--- src/rtl/rtc_read_seq.sv ---
`default_nettype none
// ============================================================================
// Module   : rtc_read_seq
// Purpose  : Reads six RTC time registers over the multiplexed AD bus and
//            publishes them together with a one-cycle done pulse.
// Revision : 1.0 - initial release
// ============================================================================
module rtc_read_seq #(
    parameter logic [7:0]  BASE_ADDR = 8'h21,
    parameter int unsigned T_PULSE   = 4,
    parameter int unsigned T_GAP     = 2
) (
    input  logic       clk,
    input  logic       reset_n,
    input  logic       start,
    input  logic [7:0] ad_in,
    output logic [7:0] ad_out,
    output logic       ad_oe,
    output logic       cs_n,
    output logic       rd_n,
    output logic       wr_n,
    output logic       ad_n,
    output logic [7:0] seconds,
    output logic [7:0] minutes,
    output logic [7:0] hours,
    output logic [7:0] day,
    output logic [7:0] month,
    output logic [7:0] year,
    output logic       busy,
    output logic       done
);

    typedef enum logic [2:0] {
        S_IDLE  = 3'd0,
        S_ADDR  = 3'd1,
        S_GAP_A = 3'd2,
        S_DATA  = 3'd3,
        S_GAP_D = 3'd4,
        S_DONE  = 3'd5
    } state_t;

    localparam logic [7:0] c_pulse_last = 8'(T_PULSE - 1);
    localparam logic [7:0] c_gap_last   = 8'(T_GAP - 1);
    localparam logic [2:0] c_last_idx   = 3'd5;

    state_t     r_state;
    logic [7:0] r_cnt;
    logic [2:0] r_idx;
    logic [7:0] r_sh0, r_sh1, r_sh2, r_sh3, r_sh4, r_sh5;

    logic       w_pulse_end;
    logic       w_gap_end;
    logic [7:0] w_next_addr;

    assign w_pulse_end = (r_cnt == c_pulse_last);
    assign w_gap_end   = (r_cnt == c_gap_last);
    assign w_next_addr = BASE_ADDR + {5'd0, r_idx + 3'd1};

    // Outputs are computed for the state being entered, so every pin is a flop.
    always_ff @(posedge clk or negedge reset_n) begin
        if (!reset_n) begin
            r_state <= S_IDLE;
            r_cnt   <= 8'd0;
            r_idx   <= 3'd0;
            r_sh0   <= 8'h00;
            r_sh1   <= 8'h00;
            r_sh2   <= 8'h00;
            r_sh3   <= 8'h00;
            r_sh4   <= 8'h00;
            r_sh5   <= 8'h00;
            seconds <= 8'h00;
            minutes <= 8'h00;
            hours   <= 8'h00;
            day     <= 8'h00;
            month   <= 8'h00;
            year    <= 8'h00;
            ad_out  <= 8'h00;
            ad_oe   <= 1'b0;
            cs_n    <= 1'b1;
            rd_n    <= 1'b1;
            wr_n    <= 1'b1;
            ad_n    <= 1'b1;
            busy    <= 1'b0;
            done    <= 1'b0;
        end else begin
            done <= 1'b0;
            case (r_state)
                S_IDLE: begin
                    if (start) begin
                        r_state <= S_ADDR;
                        r_cnt   <= 8'd0;
                        r_idx   <= 3'd0;
                        busy    <= 1'b1;
                        cs_n    <= 1'b0;
                        wr_n    <= 1'b0;
                        ad_n    <= 1'b0;
                        ad_oe   <= 1'b1;
                        ad_out  <= BASE_ADDR;
                    end
                end

                S_ADDR: begin
                    if (w_pulse_end) begin
                        // ad_oe/ad_out stay put for one cycle of address hold
                        r_state <= S_GAP_A;
                        r_cnt   <= 8'd0;
                        cs_n    <= 1'b1;
                        wr_n    <= 1'b1;
                        ad_n    <= 1'b1;
                    end else begin
                        r_cnt <= r_cnt + 8'd1;
                    end
                end

                S_GAP_A: begin
                    ad_oe <= 1'b0;
                    if (w_gap_end) begin
                        r_state <= S_DATA;
                        r_cnt   <= 8'd0;
                        cs_n    <= 1'b0;
                        rd_n    <= 1'b0;
                    end else begin
                        r_cnt <= r_cnt + 8'd1;
                    end
                end

                S_DATA: begin
                    if (w_pulse_end) begin
                        case (r_idx)
                            3'd0:    r_sh0 <= ad_in;
                            3'd1:    r_sh1 <= ad_in;
                            3'd2:    r_sh2 <= ad_in;
                            3'd3:    r_sh3 <= ad_in;
                            3'd4:    r_sh4 <= ad_in;
                            default: r_sh5 <= ad_in;
                        endcase
                        r_state <= S_GAP_D;
                        r_cnt   <= 8'd0;
                        cs_n    <= 1'b1;
                        rd_n    <= 1'b1;
                    end else begin
                        r_cnt <= r_cnt + 8'd1;
                    end
                end

                S_GAP_D: begin
                    if (w_gap_end) begin
                        r_cnt <= 8'd0;
                        if (r_idx == c_last_idx) begin
                            r_state <= S_DONE;
                            seconds <= r_sh0;
                            minutes <= r_sh1;
                            hours   <= r_sh2;
                            day     <= r_sh3;
                            month   <= r_sh4;
                            year    <= r_sh5;
                            done    <= 1'b1;
                            busy    <= 1'b0;
                        end else begin
                            r_state <= S_ADDR;
                            r_idx   <= r_idx + 3'd1;
                            cs_n    <= 1'b0;
                            wr_n    <= 1'b0;
                            ad_n    <= 1'b0;
                            ad_oe   <= 1'b1;
                            ad_out  <= w_next_addr;
                        end
                    end else begin
                        r_cnt <= r_cnt + 8'd1;
                    end
                end

                S_DONE: begin
                    r_state <= S_IDLE;
                    r_cnt   <= 8'd0;
                end

                default: begin
                    r_state <= S_IDLE;
                    r_cnt   <= 8'd0;
                    ad_oe   <= 1'b0;
                    cs_n    <= 1'b1;
                    rd_n    <= 1'b1;
                    wr_n    <= 1'b1;
                    ad_n    <= 1'b1;
                    busy    <= 1'b0;
                end
            endcase
        end
    end

endmodule
`default_nettype wire
--- config.mk ---
export PLATFORM = sky130hd
export DESIGN_NAME = rtc_read_seq
export DESIGN_NICKNAME = d
export VERILOG_FILES = /design/src/rtl/rtc_read_seq.sv
export SDC_FILE = /design/constraint.sdc
export NUM_CORES = 1
export LEC_CHECK = 0
export CORE_UTILIZATION = 40
export CTS_CLUSTER_SIZE = 20
export DETAILED_ROUTE_END_ITERATION = 6
export PLACE_DENSITY = 0.72
export SLEW_MARGIN = 40
export SYNTH_ARGS = -nofsm -noshare
export SYNTH_HDL_FRONTEND = slang
export SYNTH_SLANG_ARGS = --single-unit
--- constraint.sdc ---
create_clock -name clk -period 5.8 [get_ports clk]
set_input_delay 1.74 -clock clk [delete_from_list [all_inputs] [get_ports clk]]
set_output_delay 1.74 -clock clk [all_outputs]
set_load 0.02 [all_outputs]
==> results.sh, run 1 <==
export IMPL_dp_slack_ns=2.42
export IMPL_cp_arrival_ns=1.57
export IMPL_dr_pass1_iters=4
export IMPL_path_delay_family="buffers and inverters"
export IMPL_grt_max_degree=83
export IMPL_power_total_uw=2440
export IMPL_num_vias=3073
export IMPL_r2r_start="r_cnt[3]"
export IMPL_final_antenna_net_count=0
export IMPL_dieArea_mm2=0.0131
export IMPL_totalNegativeSetupSlack_ns=0
export IMPL_grt_overflow=0
export IMPL_ctsResizeCount=0
export IMPL_ys_seq_area_share_pct=60.1
export IMPL_dp_final_hpwl_um=6500
export IMPL_drive_gt1_share_pct=31.3
export IMPL_grt_pass1_wl_um=16100
export IMPL_p_leak_uw=0.00296
export IMPL_period_share_pct=57.1
export IMPL_vias_per_cell=4.99
export IMPL_synth_edf_count=0
export IMPL_r2r_slack_ns=3.15
export IMPL_cts_tree="yes"
export IMPL_dieHeight_um=114
export IMPL_fp_dieW_um=114
export IMPL_cts_setup_buffers=0
export IMPL_p_per_area_mw_per_mm2=377
export IMPL_cts_sinks=121
export IMPL_critPathKind="flop to output pin"
export IMPL_cp_end_kind="output pin"
export IMPL_r2r_cells=4
export IMPL_numCtsBuffers=17
export IMPL_synthArstFlopShare_pct=100
export IMPL_drtIter0Drc=120
export IMPL_antenna_cells=0
export IMPL_netlist_cell_type_count=48
export IMPL_layout_cells_non_filler=616
export IMPL_io_pins=74
export IMPL_worst_pin_slew_ns=0.736
export IMPL_layout_setup_ws_ns=2.49
export IMPL_ys_warn_count=0
export IMPL_skew_ns=0.0100
export IMPL_synth_flop_cell="dfrtp_1"
export IMPL_timing_rr_end="r_sh5[5]"
export IMPL_slew_viol_final=0
export IMPL_wl_per_cell_um=15.6
export IMPL_clock_latency_ns=0.41
export IMPL_gp_congestion=0.832
export IMPL_slew_headroom_pct=50.9
export IMPL_crit_slowest_cell="clkdlybuf4s50_1"
export IMPL_drt_wl_total_um=9610
export IMPL_core_mm2=0.0122
export IMPL_worst_path_buf_inv=1
export IMPL_required_ns=4.06
export IMPL_peakVddDrop_mv=0.197
export IMPL_hold_class="flop to flop"
export IMPL_fin_nets=454
export IMPL_htree_levels=4
export IMPL_cts_clk_slew_worst_paths_ns=0.05
export IMPL_avgSynthCellArea_um2=14.1
export IMPL_max_stage_delay_ns=0.61
export IMPL_port_buffers=70
export IMPL_rsz0062_at_grt="false"
export IMPL_rows=40
export IMPL_hp_start="ad_out[5]"
export IMPL_area_growth_pct=28.0
export IMPL_fmax_mhz=302
export IMPL_grt_pass1_vias=3216
export IMPL_syn_area_mm2=0.00504
export IMPL_dp_cells=584
export IMPL_fin_crit_ns=3.31
export IMPL_synth_seq_cells=121
export IMPL_finalHoldViolCount=0
export IMPL_critPathLaunchType="flop"
export IMPL_cts_buffer_depth=2
export IMPL_crit_fanout=3
export IMPL_ctsHoldBuffers=0
export IMPL_cap_viol_max_count=0
export IMPL_start_util_pct=41.5
export IMPL_cts_root_buf="clkbuf_16"
export IMPL_critical_path_cell_chain="clkdlybuf4s50_1"
export IMPL_utilization_pct=53.1
export IMPL_grtUsageTotal_pct=16.4
export IMPL_status="finished, final reports clean"
export IMPL_hold_path_cell_count=1
export IMPL_antenna_found_initial=0
export IMPL_drc=0
export IMPL_final_setup_viol_count=0
export IMPL_synth_cells=358
export IMPL_hold_end="ad_out[5]"
-- cells in the final DEF, fill, tap and decap left out, types with 6 or more instances in the layout --
master | synthesis | layout
clkbuf_16 | 0 | 17
mux2_2 | 89 | 89
nand2_1 | 17 | 17
dfrtp_1 | 118 | 118
a21oi_1 | 10 | 10
clkinv_2 | 0 | 6
ha_1 | 8 | 8
nor2_1 | 17 | 17
clkdlybuf4s50_1 | 0 | 69
mux2_4 | 9 | 9
xnor2_1 | 6 | 6
o21ai_0 | 6 | 6
inv_1 | 8 | 8
-- kinds of logic (layout without fill, tap and decap cells) --
family                     after synthesis  after routing  share of synthesized area (%)
AOI/OAI and AO/OA                       36             36                           4.71
xor gates and xnor gates                 8              8                           1.39
buffers and inverters                   24            112                           2.53
DFF                                    121            121                           60.1
adders and majority gates                8              8                           1.98
other                                    1              3                         0.0743
and+or+nand+nor                         62             62                           6.67
muxes                                   98             98                           22.5
-- registers in the layout, summed over array words and instances, names as in the netlist --
name and count:
day 8, hours 8, minutes 8, month 8
r_cnt 8, r_sh0 8, r_sh1 8, r_sh2 8
r_sh3 8, r_sh4 8, r_sh5 8, seconds 8
year 8, ad_out 5, r_idx 3, r_state 3
ad_n 1, ad_oe 1, busy 1, cs_n 1
done 1, rd_n 1
-- cell type report --
cell class	instances	area, um^2
Inverter	8	30.0
Timing Repair Buffer	72	717
Multi-Input combinational cell	215	1900
Fill cell	1038	5700
Clock inverter	9	98.8
Sequential cell	121	3030
Clock buffer	23	468
Tap cell	168	210
-- layer usage --
layer	vias to the layer above	share of wire (%)	track usage, %
li1	1426	-	-
met2	88	49	26.1
met3	9	3.7	4.87
met5	-	0	0
met1	1550	46	20.8
met4	0	0.96	6.84
-- metrics by stage --
stage,area (um^2),hold slack (ns)
after floorplan,5050,0.475
after global placement,5880,0.479
after detailed placement,5890,0.460
after CTS,6460,0.486
after global routing,6460,0.497
final,6460,0.482
-- Yosys cell counts, types with 2 or more instances --
| cell type | n | share of area, % |
|---|---|---|
| buf_4 | 5 | 0.74 |
| mux2_2 | 89 | 20 |
| xor2_1 | 2 | 0.35 |
| a22o_1 | 3 | 0.52 |
| buf_6 | 2 | 0.45 |
| o21ai_0 | 6 | 0.60 |
| xnor2_1 | 6 | 1.0 |
| dfrtp_1 | 118 | 59 |
| buf_2 | 3 | 0.30 |
| ha_1 | 8 | 2.0 |
| a21boi_0 | 2 | 0.30 |
| nor2_1 | 17 | 1.3 |
| mux2_4 | 9 | 2.7 |
| clkbuf_1 | 6 | 0.45 |
| nand2_1 | 17 | 1.3 |
| nor2b_1 | 2 | 0.25 |
| nor3_1 | 3 | 0.30 |
| a31oi_1 | 2 | 0.25 |
| nor3b_1 | 2 | 0.30 |
| inv_1 | 8 | 0.60 |
| dfstp_2 | 3 | 1.6 |
| nand2b_1 | 3 | 0.37 |
| a21oi_1 | 10 | 0.99 |
| nand3_1 | 4 | 0.40 |
| o22ai_1 | 2 | 0.25 |
| a2111oi_0 | 2 | 0.35 |
| nor4_1 | 2 | 0.25 |
| and2_1 | 2 | 0.25 |
-- worst max path at each step --
stage	slack, ns	endpoint	cells after the start	from
after global routing	2.45	ad_n	1	ad_n
after detailed placement	2.42	r_idx[0]	5	start
after CTS	2.47	ad_n	1	ad_n
after floorplan	3.13	ad_out[3]	4	start
final	2.49	ad_n	1	ad_n
after global placement	2.44	r_idx[0]	5	start
-- report_power, final --
part	switching, uW	internal (uW)	total (uW)	leakage (uW)
Clock	342	650	992	0.000284
Sequential	91.5	954	1050	0.00158
Combinational	217	182	399	0.00109
Total	651	1780	2440	0.00296
(Power assumes the default switching activity.)
==> inputs of run 2 (changes only) <==
Clock period 5.8 ns to 3.35 ns, I/O delays scaled along.
==> run 2 against run 1 <==
Combinational power increased by 76%. Clock power rose by 83%. Critical path type unchanged. Via count rose by 0.62%. Flip-flop and latch count did not move. Clock-buffer cell count shrank 3. Die area is the same. Global-route usage rose by 0.34 points. Non-clock buffer count grew 3. Critical endpoint is now rd_n.
==> results.sh, run 2 (synthesized netlist as in run 1, its figures left out) <==
export IMPL_p_per_area_mw_per_mm2=665
export IMPL_ctsResizeCount=0
export IMPL_critical_path_cell_chain="clkdlybuf4s50_1"
export IMPL_required_ns=2.34
export IMPL_cp_arrival_ns=1.56
export IMPL_final_setup_viol_count=0
export IMPL_dp_slack_ns=0.710
export IMPL_path_delay_family="buffers and inverters"
export IMPL_grt_pass1_vias=3249
export IMPL_status="finished, final reports clean"
export IMPL_hold_class="primary input to asynchronous set/reset pin"
export IMPL_fin_crit_ns=2.57
export IMPL_finalHoldViolCount=0
export IMPL_peakVddDrop_mv=0.521
export IMPL_grt_pass1_wl_um=16400
export IMPL_final_antenna_net_count=0
export IMPL_layout_setup_ws_ns=0.785
export IMPL_antenna_cells=0
export IMPL_num_vias=3092
export IMPL_cap_viol_max_count=0
export IMPL_cp_end_kind="output pin"
export IMPL_worst_pin_slew_ns=0.701
export IMPL_drive_gt1_share_pct=32.0
export IMPL_crit_slowest_cell="clkdlybuf4s50_1"
export IMPL_cts_setup_buffers=0
export IMPL_cts_tree="yes"
export IMPL_drt_wl_total_um=9900
export IMPL_stdcell_area_mm2=0.00651
export IMPL_crit_fanout=4
export IMPL_ctsHoldBuffers=0
export IMPL_fmax_mhz=390
export IMPL_antenna_found_initial=0
export IMPL_dp_final_hpwl_um=6610
export IMPL_place_area_mm2=0.00591
export IMPL_drtIter0Drc=137
export IMPL_dieArea_mm2=0.0131
export IMPL_io_pins=74
export IMPL_cts_clk_slew_worst_paths_ns=0.06
export IMPL_fp_dieW_um=114
export IMPL_core_mm2=0.0122
export IMPL_slew_headroom_pct=53.3
export IMPL_area_growth_pct=29.0
export IMPL_cts_buffer_depth=2
export IMPL_critPathLaunchType="flop"
export IMPL_critPathKind="flop to output pin"
export IMPL_vias_per_cell=5.00
export IMPL_htree_levels=4
export IMPL_worst_path_buf_inv=1
export IMPL_final_common_cell="dfrtp_1"
export IMPL_mostFrequentLayoutCells="dfrtp_1 (118), mux2_2 (89), clkdlybuf4s50_1 (69)"
export IMPL_rsz0062_at_grt="false"
export IMPL_grtUsageTotal_pct=16.7
export IMPL_clock_latency_ns=0.41
export IMPL_cts_sinks=121
export IMPL_slew_viol_final=0
export IMPL_port_buffers=70
export IMPL_drc=0
export IMPL_cts_root_buf="clkbuf_16"
export IMPL_p_leak_uw=0.00296
export IMPL_rows=40
export IMPL_dr_pass1_iters=4
export IMPL_grt_max_degree=75
export IMPL_wl_per_cell_um=16.0
export IMPL_gp_congestion=0.807
export IMPL_skew_ns=0.00995
export IMPL_dieHeight_um=114
export IMPL_max_stage_delay_ns=0.60
export IMPL_start_util_pct=41.5
export IMPL_totalNegativeSetupSlack_ns=0
export IMPL_numCtsBuffers=17
export IMPL_fin_nets=457
export IMPL_grt_overflow=0
export IMPL_period_share_pct=76.6
-- run 2: cell type report --
cell class	count	area, um^2
Multi-Input combinational cell	215	1900
Sequential cell	121	3030
Inverter	8	30.0
Tap cell	168	210
Fill cell	1014	5650
Clock buffer	20	447
Timing Repair Buffer	75	748
Clock inverter	11	148
-- run 2: per-stage QoR --
| step | std cells | hold slack, ns | utilization (%) | power, uW |
|---|---|---|---|---|
| 5_1_grt | 618 | 0.370 | 53.5 | 4530 |
| 4_1_cts | 618 | 0.373 | 53.5 | 4360 |
| 6_report | 618 | 0.383 | 53.5 | 4330 |
| 3_3_place_gp | 587 | 0.480 | 48.6 | 2490 |
| 2_1_floorplan | 360 | 0.475 | - | 2280 |
| 3_5_place_dp | 587 | 0.462 | 48.6 | 2530 |
-- run 2: where the power goes --
part	internal, uW	switching [uW]
clock network	1180	638
logic	325	377
registers	1650	156
-- run 2: worst paths after layout --
path	startpoint	end	slack (ns)	cells after the start
min reg2reg	ad_out[5]	ad_out[5]	0.48	1
max	rd_n	rd_n	0.78	1
min in group clk	ad_out[5]	ad_out[5]	0.48	1
max reg2reg	r_cnt[0]	r_sh5[6]	0.86	5
min	reset_n	minutes[4]	0.38	1
max in group asynchronous	reset_n	r_sh3[2]	2.24	2
-- run 2: layer usage --
metal	vias up	global-route usage, %	wire [um]
li1	1431	-	-
met1	1569	20.9	4510
met2	77	27.6	4840
met3	15	4.61	399
met4	0	6.49	145
met5	-	0	0
==> inputs of run 3 (changes only) <==
Clock period 3.35 ns to 2.39 ns, I/O delays scaled along.
==> run 3 against run 2 <==
First-iteration DRC count fell by 9.5%. Wire length rose by 0.37%. Worst hold slack got worse by 0.082 ns. Largest cell class unchanged. Largest power group is now registers.
==> results.sh, run 3 (synthesized netlist as in run 1, its figures left out) <==
export IMPL_status="finished, final reports clean"
export IMPL_clock_latency_ns=0.40
export IMPL_worst_path_buf_inv=1
export IMPL_top_layer_used="met4"
export IMPL_layout_setup_ws_ns=0.124
export IMPL_antenna_found_initial=0
export IMPL_r2r_start="r_cnt[1]"
export IMPL_wl_met3_um=349
export IMPL_crit_fanout=4
export IMPL_slew_viol_final=0
export IMPL_hold_class="primary input to asynchronous set/reset pin"
export IMPL_cts_tree="yes"
export IMPL_cts_clk_slew_worst_paths_ns=0.05
export IMPL_final_common_cell="dfrtp_1"
export IMPL_p_leak_uw=0.00303
export IMPL_r2r_cells=7
export IMPL_antenna_cells=0
export IMPL_required_ns=1.67
export IMPL_grt_max_degree=56
export IMPL_drive_gt1_share_pct=33.1
export IMPL_num_vias=3118
export IMPL_worst_pin_slew_ns=0.683
export IMPL_final_setup_viol_count=0
export IMPL_period_share_pct=94.8
export IMPL_critPathKind="flop to output pin"
export IMPL_area_growth_pct=30.9
export IMPL_fin_crit_ns=2.27
export IMPL_vias_per_cell=4.97
export IMPL_cap_viol_max_count=0
export IMPL_numCtsBuffers=17
export IMPL_gp_congestion=0.813
export IMPL_cts_sinks=121
export IMPL_drc=0
export IMPL_drtIter0Drc=124
export IMPL_rows=40
export IMPL_cts_root_buf="clkbuf_16"
export IMPL_p_per_area_mw_per_mm2=920
export IMPL_final_antenna_net_count=0
export IMPL_dieArea_mm2=0.0131
export IMPL_skew_ns=0.00631
export IMPL_rsz0062_at_grt="false"
export IMPL_dr_wl_met2_um=5010
export IMPL_cp_end_kind="output pin"
export IMPL_cts_setup_buffers=0
export IMPL_cts_buffer_depth=2
export IMPL_wl_per_cell_um=15.8
export IMPL_crit_cells=1
export IMPL_grt_pass1_vias=3234
export IMPL_dr_pass1_iters=4
export IMPL_critPathLaunchType="flop"
export IMPL_grt_pass1_wl_um=16600
export IMPL_critical_path_cell_chain="clkdlybuf4s50_1"
export IMPL_fp_dieW_um=114
export IMPL_drt_wl_total_um=9940
export IMPL_port_buffers=70
export IMPL_dp_slack_ns=0.0544
export IMPL_fin_nets=465
export IMPL_startpoint="rd_n"
export IMPL_fmax_mhz=441
export IMPL_core_mm2=0.0122
export IMPL_crit_slowest_cell="clkdlybuf4s50_1"
export IMPL_start_util_pct=41.5
export IMPL_dieHeight_um=114
export IMPL_io_pins=74
export IMPL_path_delay_family="buffers and inverters"
export IMPL_max_stage_delay_ns=0.60
export IMPL_mostFrequentLayoutCells="dfrtp_1 (118), mux2_2 (89), clkdlybuf4s50_1 (69)"
export IMPL_r2r_slack_ns=0.13
export IMPL_timing_rr_end="minutes[0]"
export IMPL_slew_headroom_pct=53.3
export IMPL_htree_levels=4
export IMPL_wl_met1_um=4500
export IMPL_grtUsageTotal_pct=16.9
export IMPL_totalNegativeSetupSlack_ns=0
export IMPL_grt_overflow=0
export IMPL_cp_arrival_ns=1.55
export IMPL_peakVddDrop_mv=0.572
export IMPL_dp_final_hpwl_um=6850
export IMPL_finalHoldViolCount=0
==> run 3: where the power goes <==
part           internal (uW)  switching (uW)  leakage, uW
registers               2310             225      0.00158
logic                    483             528      0.00116
clock network           1670             860     0.000287
total                   4460            1610      0.00303
==> run 3: cell type report <==
| type | instances | area [um^2] |
|---|---|---|
| clock buffers | 21 | 450 |
| clock inverters | 11 | 146 |
| fillers | 1015 | 5560 |
| inverters | 8 | 30.0 |
| multi-input cells | 215 | 1900 |
| flip-flops and latches | 121 | 3030 |
| well taps | 168 | 210 |
| repair buffers | 83 | 833 |
==> run 3: how the worst max path moves through the flow <==
stage,end,slack (ns)
6_report,rd_n,0.12
3_5_place_dp,r_sh5[4],0.05
3_3_place_gp,r_idx[0],0.16
4_1_cts,r_sh5[3],0.04
5_1_grt,minutes[0],0.03
2_1_floorplan,day[6],0.29
==> run 3: metal layers <==
layer	up-vias	track usage, %
met1	1582	21.4
met5	-	0
met3	5	5.45
met2	79	27.2
met4	0	6.23
li1	1452	-
==> run 3: repair_timing <==
action	in CTS	in global routing
gates resized for setup	0	1
hold buffers	0	0
endpoints found under the setup margin	0	46
==> run 3: through the flow <==
| step | std cells | cell area (um^2) | hold WS, ns | power [uW] | util (%) |
|---|---|---|---|---|---|
| 6_report | 627 | 6610 | 0.302 | 6070 | 54.3 |
| 5_1_grt | 627 | 6610 | 0.319 | 6380 | 54.3 |
| 4_1_cts | 627 | 6600 | 0.311 | 6130 | 54.2 |
| 3_5_place_dp | 595 | 6000 | 0.452 | 3570 | 49.3 |
| 3_3_place_gp | 595 | 6000 | 0.478 | 3520 | 49.3 |
| 2_1_floorplan | 360 | 5050 | 0.421 | 3200 | - |
